### config.mk
export PLATFORM = sky130hd
export DESIGN_NAME = alu_mc
export DESIGN_NICKNAME = d
export VERILOG_FILES = /design/src/rtl/alu_mc.sv
export SDC_FILE = /design/constraint.sdc
export NUM_CORES = 1
export LEC_CHECK = 0
export ABC_AREA = 1
export CAP_MARGIN = 20
export CELL_PAD_IN_SITES_DETAIL_PLACEMENT = 0
export CELL_PAD_IN_SITES_GLOBAL_PLACEMENT = 2
export CORE_UTILIZATION = 33
export DETAILED_ROUTE_END_ITERATION = 8
export PLACE_DENSITY = 0.82
export SYNTH_ARGS = -nofsm -noshare
export SYNTH_HDL_FRONTEND = slang
export SYNTH_SLANG_ARGS = --single-unit
export TNS_END_PERCENT = 100
### constraint.sdc
create_clock -name clk -period 5.39 [get_ports clk]
set_clock_uncertainty 0.05 [all_clocks]
set_input_delay 0.8085 -clock clk [delete_from_list [all_inputs] [get_ports clk]]
set_output_delay 0.8085 -clock clk [all_outputs]
set_load 0.02 [all_outputs]
### src/rtl/alu_mc.sv
// Multi-cycle ALU: single-cycle logic/arith/compare/shift ops plus an iterative
// shift-add multiplier and restoring divider behind a valid/ready handshake.
module alu_mc #(
  parameter int unsigned WIDTH     = 32,
  parameter bit          MULDIV_EN = 1'b1
) (
  input  logic             clk,
  input  logic             rst,
  input  logic             alu_mc__req_valid,
  output logic             alu_mc__req_ready,
  input  logic [4:0]       alu_mc__req_op,
  input  logic             alu_mc__req_signed,
  input  logic [WIDTH-1:0] alu_mc__req_left,
  input  logic [WIDTH-1:0] alu_mc__req_right,
  output logic             alu_mc__resp_valid,
  input  logic             alu_mc__resp_ready,
  output logic [WIDTH-1:0] alu_mc__resp_data,
  output logic             alu_mc__resp_cond,
  output logic             alu_mc__resp_err
);
  localparam int unsigned SW = $clog2(WIDTH);
  localparam int unsigned CW = $clog2(WIDTH + 1);

  localparam logic [4:0] ALU_LEFT     = 5'd0;
  localparam logic [4:0] ALU_RIGHT    = 5'd1;
  localparam logic [4:0] ALU_BITOR    = 5'd2;
  localparam logic [4:0] ALU_BITXOR   = 5'd3;
  localparam logic [4:0] ALU_BITAND   = 5'd4;
  localparam logic [4:0] ALU_ADD      = 5'd5;
  localparam logic [4:0] ALU_SUB      = 5'd6;
  localparam logic [4:0] ALU_BITNOT   = 5'd7;
  localparam logic [4:0] ALU_NEG      = 5'd8;
  localparam logic [4:0] ALU_EQ       = 5'd9;
  localparam logic [4:0] ALU_NE       = 5'd10;
  localparam logic [4:0] ALU_LEFT_EQZ = 5'd11;
  localparam logic [4:0] ALU_LEFT_NEZ = 5'd12;
  localparam logic [4:0] ALU_LT       = 5'd13;
  localparam logic [4:0] ALU_LE       = 5'd14;
  localparam logic [4:0] ALU_GT       = 5'd15;
  localparam logic [4:0] ALU_GE       = 5'd16;
  localparam logic [4:0] ALU_NOT      = 5'd17;
  localparam logic [4:0] ALU_LSH      = 5'd18;
  localparam logic [4:0] ALU_RSH      = 5'd19;
  localparam logic [4:0] ALU_URSH     = 5'd20;
  localparam logic [4:0] ALU_MUL      = 5'd27;
  localparam logic [4:0] ALU_DIV      = 5'd28;
  localparam logic [4:0] ALU_DIVU     = 5'd29;
  localparam logic [4:0] ALU_REM      = 5'd30;
  localparam logic [4:0] ALU_REMU     = 5'd31;

  typedef enum logic [1:0] {IDLE, CALC, DONE} state_t;

  state_t            state, state_n;
  logic [CW-1:0]     cnt, cnt_n;
  logic              is_mul, is_mul_n, is_rem, is_rem_n;
  logic              neg_q, neg_q_n, neg_r, neg_r_n;
  // acc: product/remainder, dvs: multiplicand/divisor, shr: multiplier/quotient
  logic [WIDTH-1:0]  acc, acc_n, dvs, dvs_n, shr, shr_n;
  logic              resp_valid_n, resp_err_n;
  logic [WIDTH-1:0]  resp_data_n;

  logic [WIDTH-1:0]  l, r, sc_data, labs, rabs, acc_s, dvs_s, shr_s, fin;
  logic signed [WIDTH-1:0] sra;
  logic [SW-1:0]     sh;
  logic [WIDTH:0]    rem_sh, diff;
  logic              sc_err, big, lt, eq, accept, md_op, md_sgn, lneg, rneg;

  assign l      = alu_mc__req_left;
  assign r      = alu_mc__req_right;
  assign sh     = r[SW-1:0];
  assign big    = r >= WIDTH'(WIDTH);
  assign sra    = $signed(l) >>> sh;
  assign eq     = l == r;
  assign lt     = alu_mc__req_signed ? ($signed(l) < $signed(r)) : (l < r);
  assign md_op  = alu_mc__req_op inside {ALU_MUL, ALU_DIV, ALU_DIVU, ALU_REM, ALU_REMU};
  assign md_sgn = (alu_mc__req_op == ALU_DIV) || (alu_mc__req_op == ALU_REM);
  assign lneg   = md_sgn && l[WIDTH-1];
  assign rneg   = md_sgn && r[WIDTH-1];
  assign labs   = lneg ? -l : l;
  assign rabs   = rneg ? -r : r;

  assign alu_mc__req_ready = (state == IDLE) || (state == DONE && alu_mc__resp_ready);
  assign accept            = alu_mc__req_valid && alu_mc__req_ready;

  // Single-cycle result for the current request
  always_comb begin
    sc_data = '0;
    sc_err  = 1'b0;
    case (alu_mc__req_op)
      ALU_LEFT:     sc_data = l;
      ALU_RIGHT:    sc_data = r;
      ALU_BITOR:    sc_data = l | r;
      ALU_BITXOR:   sc_data = l ^ r;
      ALU_BITAND:   sc_data = l & r;
      ALU_ADD:      sc_data = l + r;
      ALU_SUB:      sc_data = l - r;
      ALU_BITNOT:   sc_data = ~l;
      ALU_NEG:      sc_data = -l;
      ALU_EQ:       sc_data = WIDTH'(eq);
      ALU_NE:       sc_data = WIDTH'(!eq);
      ALU_LEFT_EQZ: sc_data = WIDTH'(l == '0);
      ALU_LEFT_NEZ: sc_data = WIDTH'(l != '0);
      ALU_LT:       sc_data = WIDTH'(lt);
      ALU_LE:       sc_data = WIDTH'(lt || eq);
      ALU_GT:       sc_data = WIDTH'(!(lt || eq));
      ALU_GE:       sc_data = WIDTH'(!lt);
      ALU_NOT:      sc_data = WIDTH'(l == '0);
      ALU_LSH:      sc_data = big ? '0 : (l << sh);
      ALU_RSH:      sc_data = big ? {WIDTH{l[WIDTH-1]}} : $unsigned(sra);
      ALU_URSH:     sc_data = big ? '0 : (l >> sh);
      default:      sc_err  = 1'b1;
    endcase
  end

  // One multiply or restoring-divide step, with sign fix-up of the stepped value
  always_comb begin
    rem_sh = {acc, shr[WIDTH-1]};
    diff   = rem_sh - {1'b0, dvs};
    dvs_s  = dvs;
    if (is_mul) begin
      acc_s = shr[0] ? acc + dvs : acc;
      dvs_s = dvs << 1;
      shr_s = shr >> 1;
    end else if (!diff[WIDTH]) begin
      acc_s = diff[WIDTH-1:0];
      shr_s = {shr[WIDTH-2:0], 1'b1};
    end else begin
      acc_s = rem_sh[WIDTH-1:0];
      shr_s = {shr[WIDTH-2:0], 1'b0};
    end
    if (is_mul)      fin = acc_s;
    else if (is_rem) fin = neg_r ? -acc_s : acc_s;
    else             fin = neg_q ? -shr_s : shr_s;
  end

  // Next-state and registered-output logic
  always_comb begin
    state_n      = state;
    cnt_n        = cnt;
    is_mul_n     = is_mul;
    is_rem_n     = is_rem;
    neg_q_n      = neg_q;
    neg_r_n      = neg_r;
    acc_n        = acc;
    dvs_n        = dvs;
    shr_n        = shr;
    resp_valid_n = alu_mc__resp_valid;
    resp_data_n  = alu_mc__resp_data;
    resp_err_n   = alu_mc__resp_err;
    case (state)
      CALC: begin
        acc_n = acc_s;
        dvs_n = dvs_s;
        shr_n = shr_s;
        cnt_n = cnt - CW'(1);
        if (cnt == CW'(1)) begin
          state_n      = DONE;
          resp_valid_n = 1'b1;
          resp_data_n  = fin;
          resp_err_n   = 1'b0;
        end
      end
      DONE: begin
        if (alu_mc__resp_ready) begin
          state_n      = IDLE;
          resp_valid_n = 1'b0;
        end
      end
      default: ;
    endcase
    if (accept) begin
      if (md_op && MULDIV_EN) begin
        state_n      = CALC;
        cnt_n        = CW'(WIDTH);
        resp_valid_n = 1'b0;
        is_mul_n     = alu_mc__req_op == ALU_MUL;
        is_rem_n     = (alu_mc__req_op == ALU_REM) || (alu_mc__req_op == ALU_REMU);
        neg_q_n      = (lneg ^ rneg) && (r != '0);
        neg_r_n      = lneg;
        acc_n        = '0;
        dvs_n        = is_mul_n ? l : rabs;
        shr_n        = is_mul_n ? r : labs;
      end else begin
        state_n      = DONE;
        resp_valid_n = 1'b1;
        resp_data_n  = sc_data;
        resp_err_n   = sc_err;
      end
    end
  end

  always_ff @(posedge clk) begin
    if (rst) begin
      state              <= IDLE;
      cnt                <= '0;
      is_mul             <= 1'b0;
      is_rem             <= 1'b0;
      neg_q              <= 1'b0;
      neg_r              <= 1'b0;
      acc                <= '0;
      dvs                <= '0;
      shr                <= '0;
      alu_mc__resp_valid <= 1'b0;
      alu_mc__resp_data  <= '0;
      alu_mc__resp_cond  <= 1'b0;
      alu_mc__resp_err   <= 1'b0;
    end else begin
      state              <= state_n;
      cnt                <= cnt_n;
      is_mul             <= is_mul_n;
      is_rem             <= is_rem_n;
      neg_q              <= neg_q_n;
      neg_r              <= neg_r_n;
      acc                <= acc_n;
      dvs                <= dvs_n;
      shr                <= shr_n;
      alu_mc__resp_valid <= resp_valid_n;
      alu_mc__resp_data  <= resp_data_n;
      alu_mc__resp_cond  <= resp_data_n[0];
      alu_mc__resp_err   <= resp_err_n;
    end
  end
endmodule

Yosys cells after proc, flatten, opt, wreduce, memory -nomap -nowiden
Cells that the tools add are included.
{"block": "word_totals", "ff_bits": 143, "out_inout_bits": 36, "word_cells": 137}
{"block": "op_classes", "addsub": 9, "n_lt_le_gt_ge": 3, "eq_ne": 31, "shift": 3, "muxes": 50, "bitwise": 5, "n_reduce_logical": 23}
{"cell": "$mux 32", "n": 29}
{"cell": "$pmux 32 s20", "n": 1}
{"cell": "$neg 32->32", "n": 4}
{"cell": "$add 32x32->32", "n": 2}
{"cell": "$lt 32x32->1", "n": 2}
{"cell": "$reduce_bool 32->1", "n": 2}
{"cell": "$eq 5x5->1 const B", "n": 10}
{"cell": "$eq 5x4->1 const B", "n": 8}
{"cell": "$sub 33x32->33", "n": 1}
{"cell": "$and 32x32->32", "n": 1}
{"cell": "$eq 32x32->1", "n": 1}
{"cell": "$ge 32x6->1 const B", "n": 1}
{"cell": "$logic_not 32->1", "n": 1}
{"cell": "$not 32->32", "n": 1}
{"cell": "$or 32x32->32", "n": 1}
{"cell": "$shl 32x5->32", "n": 1}
{"cell": "$shr 32x5->32", "n": 1}
{"cell": "$sshr 32x5->32", "n": 1}
{"cell": "$sub 32x32->32", "n": 1}
{"cell": "$xor 32x32->32", "n": 1}
{"cell": "$reduce_or 21->1", "n": 1}
{"cell": "$eq 5x3->1 const B", "n": 4}
{"cell": "$mux 6", "n": 3}
{"cell": "$mux 1", "n": 11}
{"cell": "other kinds (21)", "n": 35}

Logic depth before layout (Yosys ltp)
Gate-level depths: netlist of the first run.
{"block": "depth", "depth_word": 11, "depth_mapped": 36, "ltp_nobuf": 35}

Worst setup path before layout of the first run
OpenSTA, ideal clock, no wires.
{"block": "synth_timing", "path_type": "input-to-reg", "startpoint": "in alu_mc__req_right[2]", "endpoint": "reg alu_mc__resp_data[23]", "setup_time_ps": 119, "t_arrival_ps": 4032, "t_required_ps": 5221, "slack_ps": 1189, "path_stages": 25, "path_buffers": 4, "path_cell_list": "clkbuf_1 clkinv_1 clkbuf_1 clkbuf_1 ha_1 buf_2 nand3_1 nand2_1 nand2_1 nand2_1 a21oi_1 o21ai_0 inv_1 nor2_1 nor2_1 o21ai_0 a21boi_0 nor2_1 nor2_1 o21ai_0 nand2_1 nand3_1 nand3_1 o21ai_0 a21oi_1"}
{"block": "synth_via", "elab_chain_len": 5}
{"item": "start, declared", "line_no": "14", "rtl": "input logic [WIDTH-1:0] alu_mc__req_right,"}
{"item": "$ge 32x6->1 (tied with other cells)", "line_no": "71", "rtl": "assign big = r >= WIDTH'(WIDTH);"}
{"item": "$mux 32 (on tied branches)", "line_no": "110, 108, 109"}
{"item": "$pmux 32 s20 *", "line_no": "89", "rtl": "case (alu_mc__req_op)"}
{"item": "$mux 32 *", "line_no": "172", "rtl": "if (md_op && MULDIV_EN) begin"}
{"item": "$mux 32 *", "line_no": "171", "rtl": "if (accept) begin"}
{"item": "end signal, assigned", "line_no": "218", "rtl": "alu_mc__resp_data <= resp_data_n;"}
{"item": "end, declared", "line_no": "17", "rtl": "output logic [WIDTH-1:0] alu_mc__resp_data,"}
Mark *: on every way between the ends. The rest lies on a longest branch, timed or not.
A chain may end at the register's enable or synchronous reset.

Worst setup path after layout of the first run
{"block": "layout_timing", "startpoint": "reg shr[31]", "endpoint": "reg alu_mc__resp_data[22]"}
{"block": "layout_via", "elab_chain_len": 11}
{"item": "start, declared", "line_no": "58", "rtl": "logic [WIDTH-1:0] acc, acc_n, dvs, dvs_n, shr, shr_n;"}
{"item": "start signal, assigned", "line_no": "216", "rtl": "shr <= shr_n;"}
{"item": "$sub 33x32->33", "line_no": "118", "rtl": "diff = rem_sh - {1'b0, dvs};"}
{"item": "$mux 1 / $mux 32 (equally long branches)", "line_no": "124", "rtl": "end else if (!diff[WIDTH]) begin"}
{"item": "$mux 32", "line_no": "120", "rtl": "if (is_mul) begin"}
{"item": "$neg 32->32 (on tied branches)", "line_no": "133, 132"}
{"item": "$mux 32 (on tied branches)", "line_no": "133, 132"}
{"item": "$mux 32", "line_no": "132", "rtl": "else if (is_rem) fin = neg_r ? -acc_s : acc_s;"}
{"item": "$mux 32 *", "line_no": "131", "rtl": "if (is_mul) fin = acc_s;"}
{"item": "$mux 32 *", "line_no": "156", "rtl": "if (cnt == CW'(1)) begin"}
{"item": "$mux 32 *", "line_no": "150", "rtl": "case (state)"}
{"item": "$mux 32", "line_no": "172"}
{"item": "$mux 32 *", "line_no": "171"}
Marks and branches as above.

==> results of run 1 <==
## through the flow
| stage | cell area [um2] | utilization | total power [mW] | worst slack, ns |
|---|---|---|---|---|
| after floorplan | 25430 | - | 3.931 | 1.189 |
| after global placement | 28350 | 0.3726 | 5.418 | 0.3799 |
| after detailed placement | 28350 | 0.3726 | 5.397 | 0.2839 |
| after CTS | 28930 | 0.3803 | 6.662 | 0.3298 |
| after global routing | 28970 | 0.3808 | 7.182 | 0.02037 |
| final | 28970 | 0.3808 | 6.774 | 0.4088 |
## logic make-up (layout without fill, tap and decap cells)
family | count (synthesis) | in the layout | synth area share
adder cells (fa/ha/maj) | 170 | 170 | 0.08482
multiplexers | 9 | 9 | 0.003543
buffers and inverters | 854 | 964 | 0.1301
AND/OR/NAND/NOR | 2180 | 2180 | 0.3656
flip-flops | 141 | 141 | 0.1110
XOR/XNOR | 66 | 66 | 0.02273
other | 0 | 1 | 0
AO/OA/AOI/OAI | 1236 | 1236 | 0.2823
## final cells by class
| class | instances | area share |
|---|---|---|
| antenna | 1 | 0.00008638 |
| clock buffer | 19 | 0.01529 |
| clock inverter | 12 | 0.004794 |
| inverter | 632 | 0.08193 |
| multi-input combinational | 3661 | 0.6683 |
| sequential | 141 | 0.09748 |
| tap | 1030 | 0.04448 |
| timing repair buffer | 301 | 0.08759 |
## power by group through the flow
stage               registers (mW)  clock network [mW]  logic [mW]
global placement              1.20                   0        4.21
finish                        1.18                1.26        4.33
floorplan                     1.19                   0        2.74
detailed placement            1.20                   0        4.19
CTS                           1.18                1.27        4.21
global route                  1.19                1.30        4.69
## what timing repair did
item                                    CTS  global route
endpoints found under the setup margin    0             4
gates resized for setup                   0             4
buffers inserted                          0             2
## layout by cell type (no fill, tap or decap), types with 66 or more instances in the layout
cell type,instances
nand2_1,1189
inv_1,606
nor2_1,465
o21ai_0,446
a21oi_1,396
nand3_1,260
buf_4,190
ha_1,166
dfxtp_1,140
clkdlybuf4s50_1,105
o211ai_1,66
## synthesized netlist by cell type (all sizes together) (6+ instances only)
cell and count:
ha 166, nand3 272, a2111oi 18, xnor2 18, o21bai 14, a221oi 21, o21a 13, a211oi 29
nand4 49, o31ai 23, clkbuf 177, nor3 61, dfxtp 141, a31oi 45, a21oi 411, or2 43
inv 619, buf 45, o211ai 67, o22ai 57, nand3b 6, mux2i 9, o221ai 21, o21ai 463
nand2 1226, nor4 23, xor2 48, o2111ai 21, nor2 494, clkinv 13
## how the worst min path moves through the flow
| stage | startpoint | to | slack [ns] | cells past startpoint |
|---|---|---|---|---|
| floorplan | cnt[0] | cnt[0] | 0.41 | 2 |
| global route | cnt[0] | cnt[0] | 0.46 | 2 |
| detailed placement | cnt[0] | cnt[0] | 0.43 | 2 |
| CTS | cnt[0] | cnt[0] | 0.44 | 2 |
| global placement | cnt[0] | cnt[0] | 0.42 | 2 |
| finish | cnt[0] | cnt[0] | 0.44 | 2 |
## per-layer routing
metal | wire length [um] | global-route usage | up-vias
met5 | 0 | 0 | -
met4 | 10890 | 0.2388 | 0
met3 | 9850 | 0.03586 | 316
met2 | 68200 | 0.6199 | 1417
met1 | 60840 | 0.4611 | 15360
li1 | - | - | 15700
## registers in the layout (all words and copies together) (netlist names)
name,count
acc,32
alu_mc__resp_data,32
alu_mc__resp_err,1
alu_mc__resp_valid,1
cnt,6
dvs,32
is_mul,1
is_rem,1
neg_q,1
neg_r,1
shr,32
state,1
## critical path, delay by kind of cell (launching register included)
family / cells / cell delay, ns
adder cells (fa/ha/maj): 3 / 0.73
flip-flops: 1 / 0.32
AO/OA/AOI/OAI: 3 / 0.75
buffers and inverters: 6 / 0.56
AND/OR/NAND/NOR: 19 / 2.44
==> impl_metrics.tcl, run 1 <==
set metrics [dict create \
    pin_count 110 \
    synth_top_cell_by_area "nand2_1" \
    wl_per_cell_um 25.84 \
    r2r_start "shr[31]" \
    rows 101 \
    via_per_inst 5.657 \
    postCtsHoldBufs 0 \
    arrival_ns 5.28 \
    ff_latch_area_um2 2824 \
    track_usage 0.3733 \
    gp_congestion 1.061 \
    ys_seq_area_frac 0.1110 \
    die_y_um 279.6 \
    cts_sinks 141 \
    dieWidth_um 279.6 \
    p_leak_nw 13.55 \
    cp-startpoint "shr[31]" \
    netSwitchingFraction 0.5497 \
    clockBufferDepth 2 \
    syn-num-nets 4900 \
    p_int_mw 3.050 \
    num-fill-cells 8883 \
    layout.cells.non_filler 5797 \
    grt_max_degree 80 \
    avgSynthCellArea_um2 5.462 \
    insertion_delay_ns 0.46 \
    drive_above_1_share 0.08246 \
    grt_overflow 0 \
    r2r_end "alu_mc__resp_data[22]" \
    end_kind "flop" \
    rsz0062_at_grt "false" \
    hpwl_um 125100 \
    hold_class "flop to flop" \
    finalCriticalPeriod_ns 4.981 \
    maxCapViolations 0 \
    slowest_delay_ns 0.48 \
    cp-start-kind "flop" \
    antenna_found_initial 3 \
    relSlewSlack 0.2726 \
    drtIter0Drc 3215 \
    fmaxAchievable_ghz 0.2008 \
    seqPwrFrac 0.175 \
    cp_common_cell "nand2_1" \
    dp.cells 5763 \
    syn_area_um2 25430 \
    asyncSetResetFlopFracSynth 0 \
    port_buffers 109 \
    r2r_setup_slack_ns 0.41 \
    multi_input_area_um2 19360 \
    dieArea_um2 78180 \
    nets 4998 \
    p_sw_mw 3.724 \
    fin_hold_ws_ns 0.4419 \
    cp_max_fo 6 \
    cts_buffers 17 \
    h-tree-depth 4 \
    drt_first_pass_iters 6 \
    synth_ff_type "dfxtp_1" \
    yosys_warnings 0 \
    grt_pass1_wl_um 213700 \
    cts-root-buf "clkbuf_16" \
    syn_to_final_growth_pct 13.92 \
    setup_violations 0 \
    antenna_left 0 \
    fin_crit_sh 0.9242 \
    grt_pass1_vias 31060 \
    wl_um 149800 \
    yosys-top-cells-area "nand2_1, dfxtp_1, inv_1" \
    crit_required_ns 5.69 \
    p_comb_frac 0.639 \
    coreArea_um2 76080 \
    tritoncts "done" \
    drv_slew 0 \
    hold_viol_final 0 \
    tns_ns 0 \
    reg2reg_depth 31 \
    vias 32790 \
    power_density_nw_per_um2 233.8 \
    start_util 0.3343 \
    worstMarginPinSlew_ns 1.090 \
    crit_type "flop to flop" \
    worstSetupEndpoint "alu_mc__resp_data[22]" \
    yosysTopAreaCellShare 0.1755 \
    drc 0 \
    clk_pin_slew_ns 0.07 \
    synth_cell_types 71 \
    cpMaxStageDelayCell "o21ai_0" \
    ir_drop_uv 233.9 \
    clkPwrFrac 0.186 \
    outcome "complete, no violations" \
    ys_seq_elements 141 \
    synth-edff-count 0 \
    syn_inst 4656 \
]
(Power assumes the default switching activity.)
==> inputs of run 2 (changes only) <==
--- a/config.mk
+++ b/config.mk
@@ -12,4 +12,5 @@
 export CORE_UTILIZATION = 33
 export DETAILED_ROUTE_END_ITERATION = 8
+export GPL_TIMING_DRIVEN = 0
 export PLACE_DENSITY = 0.82
 export SYNTH_ARGS = -nofsm -noshare
==> constraint.sdc (replaced) <==
create_clock -name clk -period 5.39 [get_ports clk]
set_clock_uncertainty 0.05 [all_clocks]
set_input_delay 0.539 -clock clk [delete_from_list [all_inputs] [get_ports clk]]
set_output_delay 0.539 -clock clk [all_outputs]
set_load 0.02 [all_outputs]
==> impl_metrics.tcl, run 2 (synthesis gave the netlist of run 1 again) <==
set metrics [dict create \
    outcome "finished, violations left" \
    violations "negative setup slack" \
    final_cell_mix "nand2_1, inv_1, nor2_1" \
    num-fill-cells 8920 \
    antenna_left 0 \
    cts_buffers 17 \
    worstSetupEndpoint "alu_mc__resp_data[28]" \
    antenna_found_initial 4 \
    relSlewSlack 0.1826 \
    clockBufferDepth 2 \
    fin_area_um2 28780 \
    drv_slew 0 \
    cp-startpoint "alu_mc__req_left[1]" \
    ff_latch_area_um2 2835 \
    rsz0062_at_grt "true" \
    grt_overflow 0 \
    cts_sinks 141 \
    drive_above_1_share 0.06129 \
    drtIter0Drc 3990 \
    drt_first_pass_iters 9 \
    multi_input_area_um2 19490 \
    worstMarginPinSlew_ns 1.226 \
    port_buffers 107 \
    min_from "state[0]" \
    wl_per_cell_um 29.18 \
    finalCriticalPeriod_ns 5.563 \
    dp.cells 5801 \
    final_common_cell "nand2_1" \
    maxCapViolations 0 \
    start_util 0.3343 \
    grt_pass1_vias 31360 \
    insertion_delay_ns 0.45 \
    coreArea_um2 76080 \
    rows 101 \
    via_per_inst 5.844 \
    fin_crit_sh 1.032 \
    die_y_um 279.6 \
    wl_um 170600 \
    cp-start-kind "primary input" \
    track_usage 0.4241 \
    arrival_ns 5.84 \
    holdPathStages 2 \
    power_density_nw_per_um2 243.6 \
    setup_violations 4 \
    nets 5044 \
    hold_class "flop to flop" \
    grt_max_degree 17 \
    h-tree-depth 4 \
    pin_count 110 \
    p_leak_nw 13.16 \
    hold_viol_final 0 \
    r2r_start "dvs[28]" \
    drc 0 \
    placed_area_um2 27850 \
    r2r_end "alu_mc__resp_data[28]" \
    crit_type "primary input to flop" \
    dieWidth_um 279.6 \
    r2r_setup_slack_ns 0.25 \
    setup_slack_ns -0.1733 \
    crit_required_ns 5.67 \
    cts-root-buf "clkbuf_16" \
    fin_hold_ws_ns 0.4503 \
    power_mw 7.011 \
    fmaxAchievable_ghz 0.1797 \
    vias 34160 \
    cp_max_fo 8 \
    gp_congestion 1.051 \
    ir_drop_uv 228.9 \
    grt_pass1_wl_um 236400 \
    dieArea_um2 78180 \
    syn_to_final_growth_pct 13.19 \
    reg2reg_depth 31 \
    end_kind "flop" \
    tritoncts "done" \
    hpwl_um 142900 \
    final_util 0.3784 \
    layout.cells.non_filler 5845 \
    clk_pin_slew_ns 0.08 \
]
## run 2: changes by cell type in the layout (fill, tap and decap cells not counted), sizes merged, moves of 2 or more
cell and delta:
clkbuf +174, buf -133, inv +4, clkdlybuf4s18 +2, dlymetal6s2s +2
## run 2: power by group
part	switching (mW)	total (mW)	internal, mW
clock network	0.562	1.26	0.699
registers	0.0794	1.19	1.11
logic	3.31	4.57	1.26
total	3.95	7.01	3.06
## run 2: worst min path at each step
stage          endpoint  slack (ns)
2_1_floorplan    cnt[0]        0.41
3_3_place_gp     cnt[0]        0.43
3_5_place_dp   state[0]        0.44
4_1_cts          dvs[3]        0.45
5_1_grt          dvs[3]        0.48
6_report       state[0]        0.45
## run 2: critical path, stage by stage
cell             delay [ns]
clkdlybuf4s50_1        0.80
inv_1                  0.51
ha_1                   0.27
nand2_1                0.09
nor3_1                 0.50
nand3_1                0.32
nor3_1                 0.43
nand4_1                0.23
nor2_1                 0.26
xor2_1                 0.18
nand2_1                0.14
nand3_1                0.12
nor4_1                 0.50
buf_2                  0.30
o211ai_1               0.22
o21ai_0                0.38
a21oi_2                0.04
## run 2: stage by stage
stage / setup TNS (ns) / setup slack, ns
floorplan: 0 / 1.228
global placement: -29.09 / -1.788
detailed placement: -27.15 / -1.695
CTS: 0 / 0.004319
global route: -0.1565 / -0.1565
finish: -0.3726 / -0.1733
## run 2: final cells by class
| class | instances | area share |
|---|---|---|
| multi-input combinational | 3661 | 0.6772 |
| inverter | 632 | 0.08298 |
| tap | 1030 | 0.04477 |
| buffer | 220 | 0.03317 |
| timing repair buffer | 127 | 0.04234 |
| clock buffer | 17 | 0.01478 |
| sequential | 141 | 0.09850 |
| clock inverter | 15 | 0.006129 |
| antenna | 2 | 0.0001739 |
## run 2: metal layers
layer	vias to the layer above	part of all wire	global-route usage
li1	15830	-	-
met4	6	0.088	0.3155
met2	1833	0.44	0.6702
met1	16030	0.40	0.5257
met3	470	0.076	0.05596
met5	-	0.00019	0
## run 2: what timing repair did
item | 4_1_cts | 5_1_grt
hold buffers | 0 | 0
setup endpoints to repair | 25 | 14
setup buffers | 0 | 11
gates resized for setup | 31 | 64
pin swaps | 1 | 5
